===== config.mk =====
export PLATFORM = sky130hd
export DESIGN_NAME = ab_debounce
export DESIGN_NICKNAME = d
export VERILOG_FILES = /design/src/rtl/ab_debounce.sv
export SDC_FILE = /design/constraint.sdc
export NUM_CORES = 1
export LEC_CHECK = 0
export BUFFER_PORTS_ARGS = -buffer_cell sky130_fd_sc_hd__buf_2
export CAP_MARGIN = 20
export CELL_PAD_IN_SITES_DETAIL_PLACEMENT = 1
export CELL_PAD_IN_SITES_GLOBAL_PLACEMENT = 1
export CORE_UTILIZATION = 35
export CTS_BUF_LIST = sky130_fd_sc_hd__clkbuf_8
export CTS_CLUSTER_SIZE = 24
export DETAILED_ROUTE_END_ITERATION = 6
export HOLD_SLACK_MARGIN = 0.02
export PLACE_DENSITY_LB_ADDON = 0.05
export SLEW_MARGIN = 20
export SYNTH_ARGS = -nofsm -noshare
export SYNTH_HDL_FRONTEND = slang
export SYNTH_SLANG_ARGS = --single-unit

===== constraint.sdc =====
create_clock -name clk -period 4.54 [get_ports clk]
set_input_delay 0.227 -clock clk [delete_from_list [all_inputs] [get_ports clk]]
set_output_delay 0.227 -clock clk [all_outputs]
set_load 0.03 [all_outputs]

===== src/rtl/ab_debounce.sv =====
// Two-channel switch debouncer: per channel a 2-flop synchronizer, a stability-counter FSM and a rise pulse.
// Define AB_DEBOUNCE_BYPASS_EN to drop the counters so each level follows its synchronizer directly.

module ab_debounce_ch #(
  parameter int CNT_W      = 16,
  parameter int STABLE_CNT = 50000
) (
  input  logic clk,
  input  logic rst,
  input  logic sw,
  output logic level,
  output logic rise
);

  logic s1;
  logic s2;

  // Only s2 is allowed to reach any logic below; s1 may be metastable.
  always_ff @(posedge clk or posedge rst) begin
    if (rst) begin
      s1 <= 1'b0;
      s2 <= 1'b0;
    end else begin
      s1 <= sw;
      s2 <= s1;
    end
  end

`ifdef AB_DEBOUNCE_BYPASS_EN

  always_ff @(posedge clk or posedge rst) begin
    if (rst) begin
      level <= 1'b0;
      rise  <= 1'b0;
    end else begin
      level <= s2;
      rise  <= s2 & ~level;
    end
  end

`else

  typedef enum logic {
    ST_STABLE   = 1'b0,
    ST_COUNTING = 1'b1
  } state_t;

  localparam logic [CNT_W-1:0] CNT_LAST = CNT_W'(STABLE_CNT - 1);
  localparam logic [CNT_W-1:0] CNT_ONE  = CNT_W'(1);

  state_t           state;
  state_t           state_next;
  logic [CNT_W-1:0] cnt;
  logic [CNT_W-1:0] cnt_next;
  logic             level_next;
  logic             rise_next;
  logic             differ;
  logic             cnt_done;

  assign differ   = (s2 != level);
  assign cnt_done = (cnt == CNT_LAST);

  always_ff @(posedge clk or posedge rst) begin
    if (rst) begin
      state <= ST_STABLE;
      cnt   <= '0;
      level <= 1'b0;
      rise  <= 1'b0;
    end else begin
      state <= state_next;
      cnt   <= cnt_next;
      level <= level_next;
      rise  <= rise_next;
    end
  end

  always_comb begin
    state_next = state;
    case (state)
      ST_STABLE: begin
        if (differ) state_next = ST_COUNTING;
      end
      ST_COUNTING: begin
        if (!differ || cnt_done) state_next = ST_STABLE;
      end
      default: state_next = ST_STABLE;
    endcase
  end

  // A glitch back to the current level abandons the count without touching the output.
  always_comb begin
    cnt_next   = '0;
    level_next = level;
    rise_next  = 1'b0;
    case (state)
      ST_STABLE: begin
        if (differ) cnt_next = CNT_ONE;
      end
      ST_COUNTING: begin
        if (!differ) begin
          cnt_next = '0;
        end else if (cnt_done) begin
          level_next = s2;
          rise_next  = s2;
        end else begin
          cnt_next = cnt + CNT_ONE;
        end
      end
      default: cnt_next = '0;
    endcase
  end

`endif

endmodule

module ab_debounce #(
  parameter int CNT_W      = 16,
  parameter int STABLE_CNT = 50000
) (
  input  logic clk,
  input  logic rst,
  input  logic sw_a,
  input  logic sw_b,
  output logic a,
  output logic b,
  output logic a_rise,
  output logic b_rise
);

  ab_debounce_ch #(.CNT_W(CNT_W), .STABLE_CNT(STABLE_CNT)) u_ch_a (
    .clk   (clk),
    .rst   (rst),
    .sw    (sw_a),
    .level (a),
    .rise  (a_rise)
  );

  ab_debounce_ch #(.CNT_W(CNT_W), .STABLE_CNT(STABLE_CNT)) u_ch_b (
    .clk   (clk),
    .rst   (rst),
    .sw    (sw_b),
    .level (b),
    .rise  (b_rise)
  );

endmodule


# Word level (Yosys, flattened, before mapping)
# Cells that the tools add are included.
[classes]
add_sub_neg = 2
mul = 0
n_div = 0
magnitude_cmp = 0
n_eq_ne = 4
shift = 0
muxes = 20
bitwise_logic = 2
reduce_logical = 6
[op_table]
columns = ["cell", "count"]
rows = [
  ["$mux W16", 4],
  ["$pmux W16 S2", 2],
  ["$add A16 B1 Y16 const B", 2],
  ["$eq A16 B16 Y1 const B", 2],
  ["$mux W1", 12],
  ["$reduce_and A3 Y1", 2],
  ["$pmux W1 S2", 2],
  ["$logic_not A1 Y1", 2],
  ["$logic_or A1 B1 Y1", 2],
  ["$ne A1 B1 Y1", 2],
  ["$not A1 Y1", 2],
]
[word_totals]
register_bits = 42
latchBits = 0
mem_bits_rw = 0
romBits = 0
in_bits = 4
wordCells = 46
memories = 0

# Depth between registers and ports, before layout
[depth]
word_depth = 5
depth_mapped = 7
mapped_depth_nobuf = 5

# By module
# From an unflattened synthesis, not the netlist that was laid out.
[unflattened]
cells_unflattened = 188
area_unflattened_um2 = 2052.0
[by_module_without_submodules]
columns = ["mod", "n_inst", "cells_each", "area_per_inst_um2"]
rows = [
  ["ab_debounce_ch", 2, 94, 1026.0],
]

# Worst setup path before layout
# OpenSTA, ideal clock, no wires.
[synth_path]
path_type = "register -> register"
startpoint = "reg u_ch_b.cnt[11]"
endpoint = "reg u_ch_b.cnt[10]"
setup_time_ns = 0.119
t_arrival_ns = 1.621
slack_ns = 2.800
stages_incl_launch_ff = 7
path_buffers = 2
synth_period_minus_slack_ns = 1.740
cell_sequence = "dfrtp_1 or4b_4 nor4_4 or2_1 buf_4 buf_6 nor2_1"
[synth_via]
elab_chain_cells = 4
[synth_lines]
columns = ["element", "line", "source"]
rows = [
  ["start, declared", "53", "logic [CNT_W-1:0] cnt;"],
  ["start signal, assigned", "71", "cnt <= cnt_next;"],
  ["$eq A16 B16 Y1", "61", "assign cnt_done = (cnt == CNT_LAST);"],
  ["$mux W16", "102", "end else if (cnt_done) begin"],
  ["$mux W16", "100", "if (!differ) begin"],
  ["$pmux W16 S2", "95", "case (state)"],
  ["named net u_ch_b.cnt_next[10]", "54", "logic [CNT_W-1:0] cnt_next;"],
]
# The timed path passes the listed nets, and every way through them passes these cells.
# A chain may end at the register's enable or synchronous reset.

# Worst setup path in the final report
[layout_path]
startpoint = "reg u_ch_b.cnt[0]"
endpoint = "reg u_ch_b.cnt[6]"
[layout_via]
elab_chain_cells = 4
[layout_lines]
columns = ["element", "line"]
rows = [
  ["$add A16 B1 Y16 or $eq A16 B16 Y1 (tied branches)", "106, 61"],
  ["$mux W16 (*)", "102"],
  ["$mux W16 (*)", "100"],
  ["$pmux W16 S2 (*)", "95"],
  ["named net u_ch_b.cnt_next[6]", "54"],
]
# Mark *: on every way through the listed nets, which the timed path passes. The rest lies on a longest branch.

==> impl_metrics.yaml <==
worst_setup_path:
  crit_cells: 5
  cp_num_buf_inv: 0
  arrival_ns: 2.28
  path_delay_family: "simple AND/OR/NAND/NOR gates"
  crit_fanout: 14
  r2r_cells: 5
  cp-end-kind: "register"
  critPathKind: "register to register"
  cp_slowest_cell: "or2_1"
  max_stage_delay_ns: 0.50
  cp_cell_sequence: "ha_1, nand3_1, nor4_4, or2_1, nor2_1"
  required_ns: 4.70
  startpoint_type: "register"
sta:
  max_slew_margin_pct: 63.9
  hold_viol: 0
  clock_skew_ns: 0.0101
  max_freq_mhz: 472
  setup_violations: 0
  tightest_slew_ns: 0.542
  slew_violations: 0
  hold_ws_ns: 0.0519
  finalCritPeriodShare_pct: 46.7
  setup_tns_ns: 0
  rsz0062_at_grt: "no"
  period_needed_ns: 2.12
power_and_ir_drop:
  vdd_drop_max_uv: 183
  power_density_nw_per_um2: 306
  power.leakage_uw: 0.000844
  total_power_uw: 664
routing:
  drtIter0Drc: 60
  post_drt_wl_per_cell_um: 14.2
  wl_um: 3850
  vias: 1360
  dr.pass1.iters: 4
  antenna_left: 0
  drcViolationCount: 0
  viasPerCell: 5.00
layout:
  drive_gt1_share_pct: 9.41
  stdcell_area_sq_um: 2170
  multiInputGateArea_sq_um: 847
  fillers: 588
  syn2layout_area_growth_pct: 11.2
  fin_nets: 207
  layout.cells.non_filler: 272
  seq_area_sq_um: 1050
  diodes: 0
synth:
  yosysTopAreaCellShare_pct: 53.8
  yosysUniqueCellTypes: 36
  synth_top_area_cell: "dfrtp_1"
  synth_area_leaders: "dfrtp_1 54%, xnor2_1 11%, nor2_1 6.7%"
  synthMuxAreaShare_pct: 1.15
  synth_top_family_by_area: "simple AND/OR/NAND/NOR gates"
  synthAdderAreaFrac_pct: 1.28
  synth-xor-area-share_pct: 12.6
  synth_nets: 194
  synth_seq_cells: 42
  async_flop_share_pct: 100
  netlist_instances: 188
  syn_avg_cell_area_sq_um: 10.4
  syn_area_sq_um: 1950
  synth_edf_count: 0
  synth-simple-area-share_pct: 26.0
  seq_area_frac_synth_pct: 53.8
  synth-compound-area-share_pct: 2.37
  ys.flop_type: "dfrtp_1"
  yosysWarningCount: 0
cts:
  clk_pin_slew_ns: 0.09
  tritoncts: "built"
  clock-sinks: 42
  cts-htree-levels: 2
  insertion_delay_ns: 0.30
  cts_root_buf: "clkbuf_8"
  cts_buffers: 5
  post_cts_resized: 0
  clockBufferDepth: 2
hold_path:
  hp-class: "input port to async pin"
global_route:
  grt_usage_pct: 15.2
  grt_first_pass_wirelength_um: 6950
  antenna_found_initial: 0
  grt_max_degree: 43
  grt_pass1_vias: 1461
  grt_overflow_total: 0
die:
  design.core.area_sq_um: 5240
  fp.dieH_um: 76.7
  ios: 8
  start_util_pct: 37.3
  die_w_um: 76.7
  die_area_sq_um: 5880
  rows: 26
place:
  placed_cell_area_sq_um: 2050
  place_congestion: 0.833
  hpwl_um: 2760
  placedCellCount: 262
  io_buffers: 7
status:
  outcome: "finished, final reports clean"
flow_run:
  cap_violations: 0
## final timing paths
kind / from / to / slack, ns
max: u_ch_b.cnt[0] / u_ch_b.cnt[6] / 2.42
min: rst / u_ch_b.s1 / 0.05
max reg2reg: u_ch_b.cnt[0] / u_ch_b.cnt[6] / 2.42
min reg2reg: u_ch_b.s1 / u_ch_b.s2 / 0.36
max in group asynchronous: rst / u_ch_b.cnt[8] / 4.11
min in group clk: u_ch_b.s1 / u_ch_b.s2 / 0.36
## flip-flops by register name, indices dropped and copies added (netlist names)
name,flops
u_ch_a.cnt,16
u_ch_a.level,1
u_ch_b.rise,1
u_ch_a.s1,1
u_ch_a.s2,1
u_ch_b.s1,1
u_ch_b.state,1
u_ch_b.level,1
u_ch_a.rise,1
u_ch_b.cnt,16
u_ch_a.state,1
u_ch_b.s2,1
## worst register-to-register path, cell delays in order, from the launching register on
cell	delay (ns)
dfrtp_1	0.41
ha_1	0.21
nand3_1	0.29
nor4_4	0.45
or2_1	0.50
nor2_1	0.12
## cells in the mapped netlist (2+ instances only)
cell      count
nand2_1      11
xor2_1        3
nor4_1        5
nand4_1       6
nor2_1       35
xnor2_1      25
ha_1          2
or3_1         4
a21oi_1       4
nand2b_1      2
or2_1         2
nor3_1        8
dfrtp_1      42
nand3_1      10
nor4bb_1      2
inv_1         7
## layout make-up
type	count	share of cell area, %
Clock buffer	5	3.17
Clock inverter	3	1.21
Inverter	7	1.21
Multi-Input combinational cell	135	39.0
Sequential cell	42	48.4
Tap cell	70	4.04
Timing Repair Buffer	10	2.88
## power by group
group | internal, uW | switching, uW
clock network | 114 | 144
logic | 7.14 | 15.5
registers | 379 | 4.51
## metrics by stage
step / utilization (%) / setup slack (ns)
after floorplan: - / 2.80
after global placement: 39.2 / 2.56
after detailed placement: 39.2 / 2.45
after CTS: 41.4 / 2.42
after global routing: 41.4 / 2.18
final: 41.4 / 2.42
## logic make-up (layout without fill, tap and decap cells)
| group | Yosys count | count (layout) |
|---|---|---|
| AOI/OAI and AO/OA | 8 | 8 |
| xor gates and xnor gates | 28 | 28 |
| adders and majority gates | 2 | 2 |
| buffers and inverters | 11 | 25 |
| DFF | 42 | 42 |
| muxes | 2 | 2 |
| and+or+nand+nor | 95 | 95 |
## cell usage in the layout, fill, tap and decap left out, drive strengths merged, types with 6 or more instances in the layout
cell,count
nand3,10
nor2,35
inv,10
xnor2,25
nor4,6
nand2,11
dfrtp,42
buf,8
nor3,8
nand4,6
## what timing repair did
action,CTS,global route
buffers inserted,0,0
hold buffers,2,0
endpoints found under the hold margin,2,0
## layer usage
layer,vias up,global-route usage (%),part of all wire [%]
met5,-,0,0
met4,0,5.58,1.1
met3,4,3.69,2.2
met2,14,24.5,49
met1,675,19.7,48
li1,667,-,-
Power figures use the tool's default switching activity.
